===== config.mk =====
export PLATFORM = sky130hd
export DESIGN_NAME = fft_butterfly_sequencer_flat
export DESIGN_NICKNAME = d
export VERILOG_FILES = /design/src/rtl/fft_butterfly_sequencer_if.sv /design/src/rtl/fft_butterfly_sequencer.sv /design/src/flat_wrapper.sv
export SDC_FILE = /design/constraint.sdc
export NUM_CORES = 1
export LEC_CHECK = 0
export ABC_AREA = 0
export BUFFER_PORTS_ARGS = -buffer_cell sky130_fd_sc_hd__clkbuf_2
export CORE_ASPECT_RATIO = 0.8
export CORE_MARGIN = 2
export CORE_UTILIZATION = 37
export CTS_CLUSTER_DIAMETER = 30
export DETAILED_ROUTE_END_ITERATION = 8
export SETUP_SLACK_MARGIN = 0.02
export SLEW_MARGIN = 20
export SYNTH_ARGS = -nofsm -noshare
export SYNTH_HDL_FRONTEND = slang
export SYNTH_SLANG_ARGS = --single-unit

===== constraint.sdc =====
create_clock -name Clk -period 4.59 [get_ports Clk]
set_input_delay 0.459 -clock Clk [delete_from_list [all_inputs] [get_ports Clk]]
set_output_delay 0.459 -clock Clk [all_outputs]
set_load 0.02 [all_outputs]

===== src/rtl/fft_butterfly_sequencer_if.sv =====
`default_nettype none
// ============================================================================
// fft_butterfly_sequencer_if : start/done handshake plus RAM/ROM address bus
// Revision 1.0
// ============================================================================
interface fft_butterfly_sequencer_if #(
   parameter int LOG2N = 4
);
   logic             Start;
   logic             RdEn;
   logic [LOG2N-1:0] RdAddrA;
   logic [LOG2N-1:0] RdAddrB;
   logic [LOG2N-2:0] TwAddr;
   logic             WrEn;
   logic [LOG2N-1:0] WrAddrY;
   logic [LOG2N-1:0] WrAddrZ;
   logic [LOG2N-1:0] Stage;
   logic             Busy;
   logic             Done;

   modport master (
      input  Start,
      output RdEn, RdAddrA, RdAddrB, TwAddr,
      output WrEn, WrAddrY, WrAddrZ,
      output Stage, Busy, Done
   );

   modport slave (
      output Start,
      input  RdEn, RdAddrA, RdAddrB, TwAddr,
      input  WrEn, WrAddrY, WrAddrZ,
      input  Stage, Busy, Done
   );
endinterface
`default_nettype wire


===== src/rtl/fft_butterfly_sequencer.sv =====
`default_nettype none
// ============================================================================
// fft_butterfly_sequencer : in-place radix-2 DIT FFT operand/twiddle/write sequencer
// Revision 1.0
// ============================================================================
module fft_butterfly_sequencer #(
   parameter int LOG2N    = 4,
   parameter int MEM_LAT  = 1,
   parameter int BFLY_LAT = 5
) (
   input  logic                     Clk,
   input  logic                     Rst,
   fft_butterfly_sequencer_if.master bus
);

   localparam int c_d  = MEM_LAT + BFLY_LAT;
   localparam int c_cw = $clog2(c_d + 1);
   localparam int c_kw = LOG2N - 1;

   localparam logic [LOG2N-1:0] c_one    = LOG2N'(1);
   localparam logic [LOG2N-1:0] c_last_s = LOG2N'(LOG2N - 1);
   localparam logic [c_kw-1:0]  c_k_one  = c_kw'(1);
   localparam logic [c_kw-1:0]  c_last_k = '1;
   localparam logic [c_cw-1:0]  c_drain  = c_cw'(c_d);
   localparam logic [c_cw-1:0]  c_c_one  = c_cw'(1);

   typedef enum logic [1:0] {
      S_IDLE   = 2'd0,
      S_ISSUE  = 2'd1,
      S_DRAIN  = 2'd2,
      S_FINISH = 2'd3
   } state_t;

   state_t           r_state;
   logic [LOG2N-1:0] r_s;
   logic [c_kw-1:0]  r_k;
   logic [c_cw-1:0]  r_cnt;
   logic             r_rd_en;
   logic [LOG2N-1:0] r_rd_a;
   logic [LOG2N-1:0] r_rd_b;
   logic [c_kw-1:0]  r_tw;
   logic             r_busy;
   logic             r_done;

   logic             r_pv [c_d];
   logic [LOG2N-1:0] r_pa [c_d];
   logic [LOG2N-1:0] r_pb [c_d];

   logic [LOG2N-1:0] w_iss_s;
   logic [LOG2N-1:0] w_k;
   logic [LOG2N-1:0] w_half;
   logic [LOG2N-1:0] w_pos;
   logic [LOG2N-1:0] w_a;
   logic [LOG2N-1:0] w_b;
   logic [c_kw-1:0]  w_tw;

   // Butterfly about to be issued: the first of the next stage while draining,
   // otherwise the current (s,k); r_s and r_k are zero in IDLE.
   always_comb begin
      w_iss_s = (r_state == S_DRAIN) ? r_s + c_one : r_s;
      w_k     = (r_state == S_ISSUE) ? {1'b0, r_k} : '0;
      w_half  = c_one << w_iss_s;
      w_pos   = w_k & (w_half - c_one);
      w_a     = ((w_k >> w_iss_s) << (w_iss_s + c_one)) | w_pos;
      w_b     = w_a | w_half;
      w_tw    = c_kw'(w_pos << (c_last_s - w_iss_s));
   end

   always_ff @(posedge Clk) begin
      if (Rst) begin
         r_state <= S_IDLE;
         r_s     <= '0;
         r_k     <= '0;
         r_cnt   <= '0;
         r_rd_en <= 1'b0;
         r_rd_a  <= '0;
         r_rd_b  <= '0;
         r_tw    <= '0;
         r_busy  <= 1'b0;
         r_done  <= 1'b0;
      end else begin
         r_rd_en <= 1'b0;
         r_rd_a  <= '0;
         r_rd_b  <= '0;
         r_tw    <= '0;
         r_done  <= 1'b0;
         case (r_state)
            S_IDLE: begin
               r_s <= '0;
               r_k <= '0;
               if (bus.Start) begin
                  r_state <= S_ISSUE;
                  r_busy  <= 1'b1;
                  r_rd_en <= 1'b1;
                  r_rd_a  <= w_a;
                  r_rd_b  <= w_b;
                  r_tw    <= w_tw;
                  r_k     <= c_k_one;
               end
            end
            S_ISSUE: begin
               r_rd_en <= 1'b1;
               r_rd_a  <= w_a;
               r_rd_b  <= w_b;
               r_tw    <= w_tw;
               if (r_k == c_last_k) begin
                  r_state <= S_DRAIN;
                  r_cnt   <= c_drain;
                  r_k     <= '0;
               end else begin
                  r_k <= r_k + c_k_one;
               end
            end
            S_DRAIN: begin
               // Counter hits zero on the cycle the stage's last write is issued.
               if (r_cnt == '0) begin
                  if (r_s != c_last_s) begin
                     r_state <= S_ISSUE;
                     r_s     <= r_s + c_one;
                     r_k     <= c_k_one;
                     r_rd_en <= 1'b1;
                     r_rd_a  <= w_a;
                     r_rd_b  <= w_b;
                     r_tw    <= w_tw;
                  end else begin
                     r_state <= S_FINISH;
                     r_busy  <= 1'b0;
                     r_done  <= 1'b1;
                  end
               end else begin
                  r_cnt <= r_cnt - c_c_one;
               end
            end
            S_FINISH: begin
               r_state <= S_IDLE;
               r_s     <= '0;
            end
            default: r_state <= S_IDLE;
         endcase
      end
   end

   // Write side is a pure delay of the issue side; nothing is recomputed.
   always_ff @(posedge Clk) begin
      if (Rst) begin
         for (int i = 0; i < c_d; i++) begin
            r_pv[i] <= 1'b0;
            r_pa[i] <= '0;
            r_pb[i] <= '0;
         end
      end else begin
         r_pv[0] <= r_rd_en;
         r_pa[0] <= r_rd_a;
         r_pb[0] <= r_rd_b;
         for (int i = 1; i < c_d; i++) begin
            r_pv[i] <= r_pv[i-1];
            r_pa[i] <= r_pa[i-1];
            r_pb[i] <= r_pb[i-1];
         end
      end
   end

   assign bus.RdEn    = r_rd_en;
   assign bus.RdAddrA = r_rd_a;
   assign bus.RdAddrB = r_rd_b;
   assign bus.TwAddr  = r_tw;
   assign bus.WrEn    = r_pv[c_d-1];
   assign bus.WrAddrY = r_pa[c_d-1];
   assign bus.WrAddrZ = r_pb[c_d-1];
   assign bus.Stage   = r_s;
   assign bus.Busy    = r_busy;
   assign bus.Done    = r_done;

endmodule
`default_nettype wire


===== src/flat_wrapper.sv =====
// flat-port wrapper written by rule: the top's interface ports become plain ports
module fft_butterfly_sequencer_flat 
#(
   parameter int LOG2N    = 4,
   parameter int MEM_LAT  = 1,
   parameter int BFLY_LAT = 5
)
  (Clk, Rst, bus_Start, bus_RdEn, bus_RdAddrA, bus_RdAddrB, bus_TwAddr, bus_WrEn, bus_WrAddrY, bus_WrAddrZ, bus_Stage, bus_Busy, bus_Done);
  fft_butterfly_sequencer_if #(.LOG2N(LOG2N)) bus_i ();
  input  logic Clk;
  input  logic Rst;
  input wire logic [$bits(bus_i.Start)-1:0] bus_Start;
  output wire logic [$bits(bus_i.RdEn)-1:0] bus_RdEn;
  output wire logic [$bits(bus_i.RdAddrA)-1:0] bus_RdAddrA;
  output wire logic [$bits(bus_i.RdAddrB)-1:0] bus_RdAddrB;
  output wire logic [$bits(bus_i.TwAddr)-1:0] bus_TwAddr;
  output wire logic [$bits(bus_i.WrEn)-1:0] bus_WrEn;
  output wire logic [$bits(bus_i.WrAddrY)-1:0] bus_WrAddrY;
  output wire logic [$bits(bus_i.WrAddrZ)-1:0] bus_WrAddrZ;
  output wire logic [$bits(bus_i.Stage)-1:0] bus_Stage;
  output wire logic [$bits(bus_i.Busy)-1:0] bus_Busy;
  output wire logic [$bits(bus_i.Done)-1:0] bus_Done;
  assign bus_i.Start = bus_Start;
  assign bus_RdEn = bus_i.RdEn;
  assign bus_RdAddrA = bus_i.RdAddrA;
  assign bus_RdAddrB = bus_i.RdAddrB;
  assign bus_TwAddr = bus_i.TwAddr;
  assign bus_WrEn = bus_i.WrEn;
  assign bus_WrAddrY = bus_i.WrAddrY;
  assign bus_WrAddrZ = bus_i.WrAddrZ;
  assign bus_Stage = bus_i.Stage;
  assign bus_Busy = bus_i.Busy;
  assign bus_Done = bus_i.Done;
  fft_butterfly_sequencer #(.LOG2N(LOG2N), .MEM_LAT(MEM_LAT), .BFLY_LAT(BFLY_LAT)) u_core (.Clk(Clk), .Rst(Rst), .bus(bus_i));
endmodule

==> results_dict.tcl <==
set metrics [dict create \
    slew_headroom_pct 44.63 \
    path_clk_slew_ns 0.09 \
    ys_types 54 \
    crit_buf_inv 1 \
    worst_pin_slew_ns 0.8306 \
    finalClockSkew_ns 0.007409 \
    finalCriticalPeriod_ns 3.249 \
    antenna_found_initial 0 \
    met2_length_microns 2377 \
    syn_avg_cell_area_sq_um 9.903 \
    clk_root_buffer_cell "clkbuf_8" \
    ctsResizeCount 0 \
    max_freq_ghz 0.3078 \
    ys_warn_count 0 \
    clock_latency_ns 0.35 \
    critPathMaxStageDelay_ns 0.70 \
    nets 347 \
    viasPerCell 4.773 \
    wl_met1_microns 2776 \
    finalSetupViolCount 0 \
    numPortBuffers 29 \
    highest_layer "met4" \
    cp_slowest_cell "ha_1" \
    syn_area_sq_um 3149 \
    syn_nets 332 \
    drt-initial-drc-count 105 \
    grt_usage_pct 12.68 \
    drive_above_1_share_pct 16.27 \
    p_comb_share_pct 27.1 \
    hold_buffers 0 \
    p_leak_nw 1.354 \
    start_kind "flop" \
    grt_pass1_wl_microns 9121 \
    final-hold-violation-count 0 \
    wl_microns 5487 \
    final_area_sq_um 3505 \
    ir_drop_v 0.0001925 \
    postCtsSetupBuffers 0 \
    dpl_worst_slack_ns 1.387 \
    cts_buffers 9 \
    overflow 0 \
    std_cell_rows 30 \
    crit_path_max_fanout 23 \
    rsz0062_at_grt "no" \
    synthCells 318 \
    path_class "flop to flop" \
    swShare_pct 34.08 \
    p_total_mw 1.801 \
    die-width_microns 107.1 \
    dr_wl_met3_microns 294 \
    finalSetupTns_ns 0 \
    synth_edf_count 0 \
    firstDrtPassIters 4 \
    ys.flop_type "dfxtp_1" \
    finalCritPeriodShare_pct 70.78 \
    dieHeight_microns 86.52 \
    share_seq_of_total_power_pct 43.1 \
    h-tree-depth 3 \
    ys_ff_latch 80 \
    cp_top_family "adder cells" \
    postRouteAntennaNets 0 \
    die_area_sq_um 9270 \
    hold_path.class "primary input to flop" \
    cp_data_required_time_ns 4.85 \
    drc_errors 0 \
    maxCapViolations 0 \
    worst_slack_ns 1.341 \
    tritoncts "built" \
    syn_to_final_growth_pct 11.28 \
    dp_hpwl_microns 3696 \
    switchingPower_mw 0.6139 \
    clkSinkCount 80 \
    p_int_mw 1.188 \
    place_congestion 0.8733 \
    dpl_cell_area_sq_um 3296 \
    n_antenna_cell 0 \
    clockBufferDepth 2 \
    status "finished clean" \
    synth_seq_area_share_pct 50.85 \
    grt_pass1_vias 1832 \
    start_util_pct 37.62 \
    ios 30 \
    core_area_sq_um 8371 \
    p_clk_share_pct 29.8 \
    drv_slew 0 \
    grt_start_max_net_pins 70 \
    endpoint_kind "flop" \
    cp.arrival_ns 3.51 \
    vias 2148 \
    synthArstFlopShare_pct 0 \
    power_density_nw_per_um2 514.0 \
    wl_per_cell_microns 12.19 \
    crit_chain "inv_1 > ha_1 > nand4_1 > and2_0 > a211o_2 > ha_1 > nand3b_1 > o21ai_0 > nand3b_1 > a211oi_1" \
    holdWs_ns 0.4170 \
]
Yosys cell counts (all sizes together) (2+ instances only):
cell | count | area, sq um
a211o | 2 | 18.77
a211oi | 5 | 37.54
a21oi | 17 | 88.84
a31oi | 7 | 43.79
and2 | 4 | 25.03
buf | 15 | 105.1
clkbuf | 11 | 41.29
dfxtp | 80 | 1602
ha | 11 | 137.6
inv | 13 | 48.80
mux2i | 2 | 20.02
nand2 | 8 | 30.03
nand2b | 2 | 12.51
nand3 | 3 | 15.01
nand3b | 4 | 42.54
nand4 | 7 | 43.79
nor2 | 20 | 75.07
nor2b | 57 | 356.6
nor3 | 5 | 30.03
nor3b | 3 | 22.52
nor4 | 4 | 31.28
o211ai | 4 | 30.03
o21ai | 6 | 30.03
o21bai | 2 | 15.01
o31ai | 3 | 22.52
or3 | 2 | 12.51
xnor2 | 4 | 42.55
sequential cells by signal, indices dropped and copies added, names as in the netlist:
name                flops
u_core.bus.TwAddr       3
u_core.bus.Stage        4
u_core.bus.RdEn         1
u_core.r_pa            24
u_core.bus.Done         1
u_core.r_state          2
u_core.bus.Busy         1
u_core.r_k              3
u_core.r_pv             6
u_core.r_cnt            3
u_core.bus.RdAddrA      4
u_core.bus.RdAddrB      4
u_core.r_pb            24
routing by layer:
| metal | vias up | global-route usage, % |
|---|---|---|
| met5 | - | 0 |
| met4 | 0 | 4.486 |
| met3 | 6 | 5.338 |
| met2 | 59 | 18.53 |
| met1 | 984 | 16.79 |
| li1 | 1099 | - |
power groups by stage:
stage	clock, mW	combinational (mW)	sequential (mW)
2_1_floorplan	0	0.378	0.803
3_3_place_gp	0	0.471	0.791
3_5_place_dp	0	0.483	0.792
4_1_cts	0.561	0.485	0.777
5_1_grt	0.587	0.546	0.784
6_report	0.537	0.488	0.777
worst register-to-register path, cell delays in order, from the launching register on:
cell	delay [ns]
dfxtp_1	0.36
inv_1	0.10
ha_1	0.70
nand4_1	0.25
and2_0	0.32
a211o_2	0.40
ha_1	0.28
nand3b_1	0.23
o21ai_0	0.21
nand3b_1	0.10
a211oi_1	0.22
cell usage in the layout (no fill, tap or decap), types with 2 or more instances in the layout:
cell,count
o21ai_0,6
a211oi_1,5
inv_8,2
nand3_1,3
inv_1,13
nand2_1,8
clkinvlp_4,2
inv_6,2
nand4_1,7
xnor2_1,3
o211ai_1,4
nor4_1,3
nor2b_1,57
clkbuf_2,29
nor2_1,20
a21oi_1,16
or3_1,2
nor3_1,4
nand2b_1,2
o31ai_1,3
nand3b_1,3
o21bai_1,2
clkbuf_8,9
ha_1,11
dfxtp_1,80
nor3b_1,3
mux2i_1,2
and2_1,3
a31oi_1,7
per-stage QoR:
| step | utilization [%] | cells |
|---|---|---|
| after floorplan | - | 318 |
| after global placement | 39.37 | 434 |
| after detailed placement | 39.37 | 434 |
| after CTS | 41.87 | 450 |
| after global routing | 41.87 | 450 |
| final | 41.87 | 450 |
final timing paths:
check | cells past startpoint | slack [ns] | endpoint | startpoint
setup / recovery | 10 | 1.34 | u_core.bus.TwAddr[2]$_SDFF_PP0_ | u_core.r_state[0]$_SDFFE_PP0P_
hold / removal | 3 | 0.42 | u_core.bus.Busy$_SDFFE_PP0P_ | bus_Start
setup reg to reg | 10 | 1.34 | u_core.bus.TwAddr[2]$_SDFF_PP0_ | u_core.r_state[0]$_SDFFE_PP0P_
hold reg to reg | 1 | 0.44 | u_core.r_pb[0][17]$_SDFF_PP0_ | u_core.r_pb[0][13]$_SDFF_PP0_
cell type report:
type / instances / area [sq um]
Sequential cell: 80 / 1602
Timing Repair Buffer: 30 / 152.6
Fill cell: 819 / 4866
Clock buffer: 9 / 123.9
Clock inverter: 7 / 85.08
Multi-Input combinational cell: 199 / 1353
Inverter: 13 / 48.80
Tap cell: 112 / 140.1
kinds of logic after synthesis:
family	share of synthesized area (%)
compound gates	11.64
xor+xnor	2.106
fa+ha+maj	4.370
buf+inv	6.198
flops	50.85
mux	1.112
simple gates	23.72
(Power assumes the default switching activity.)
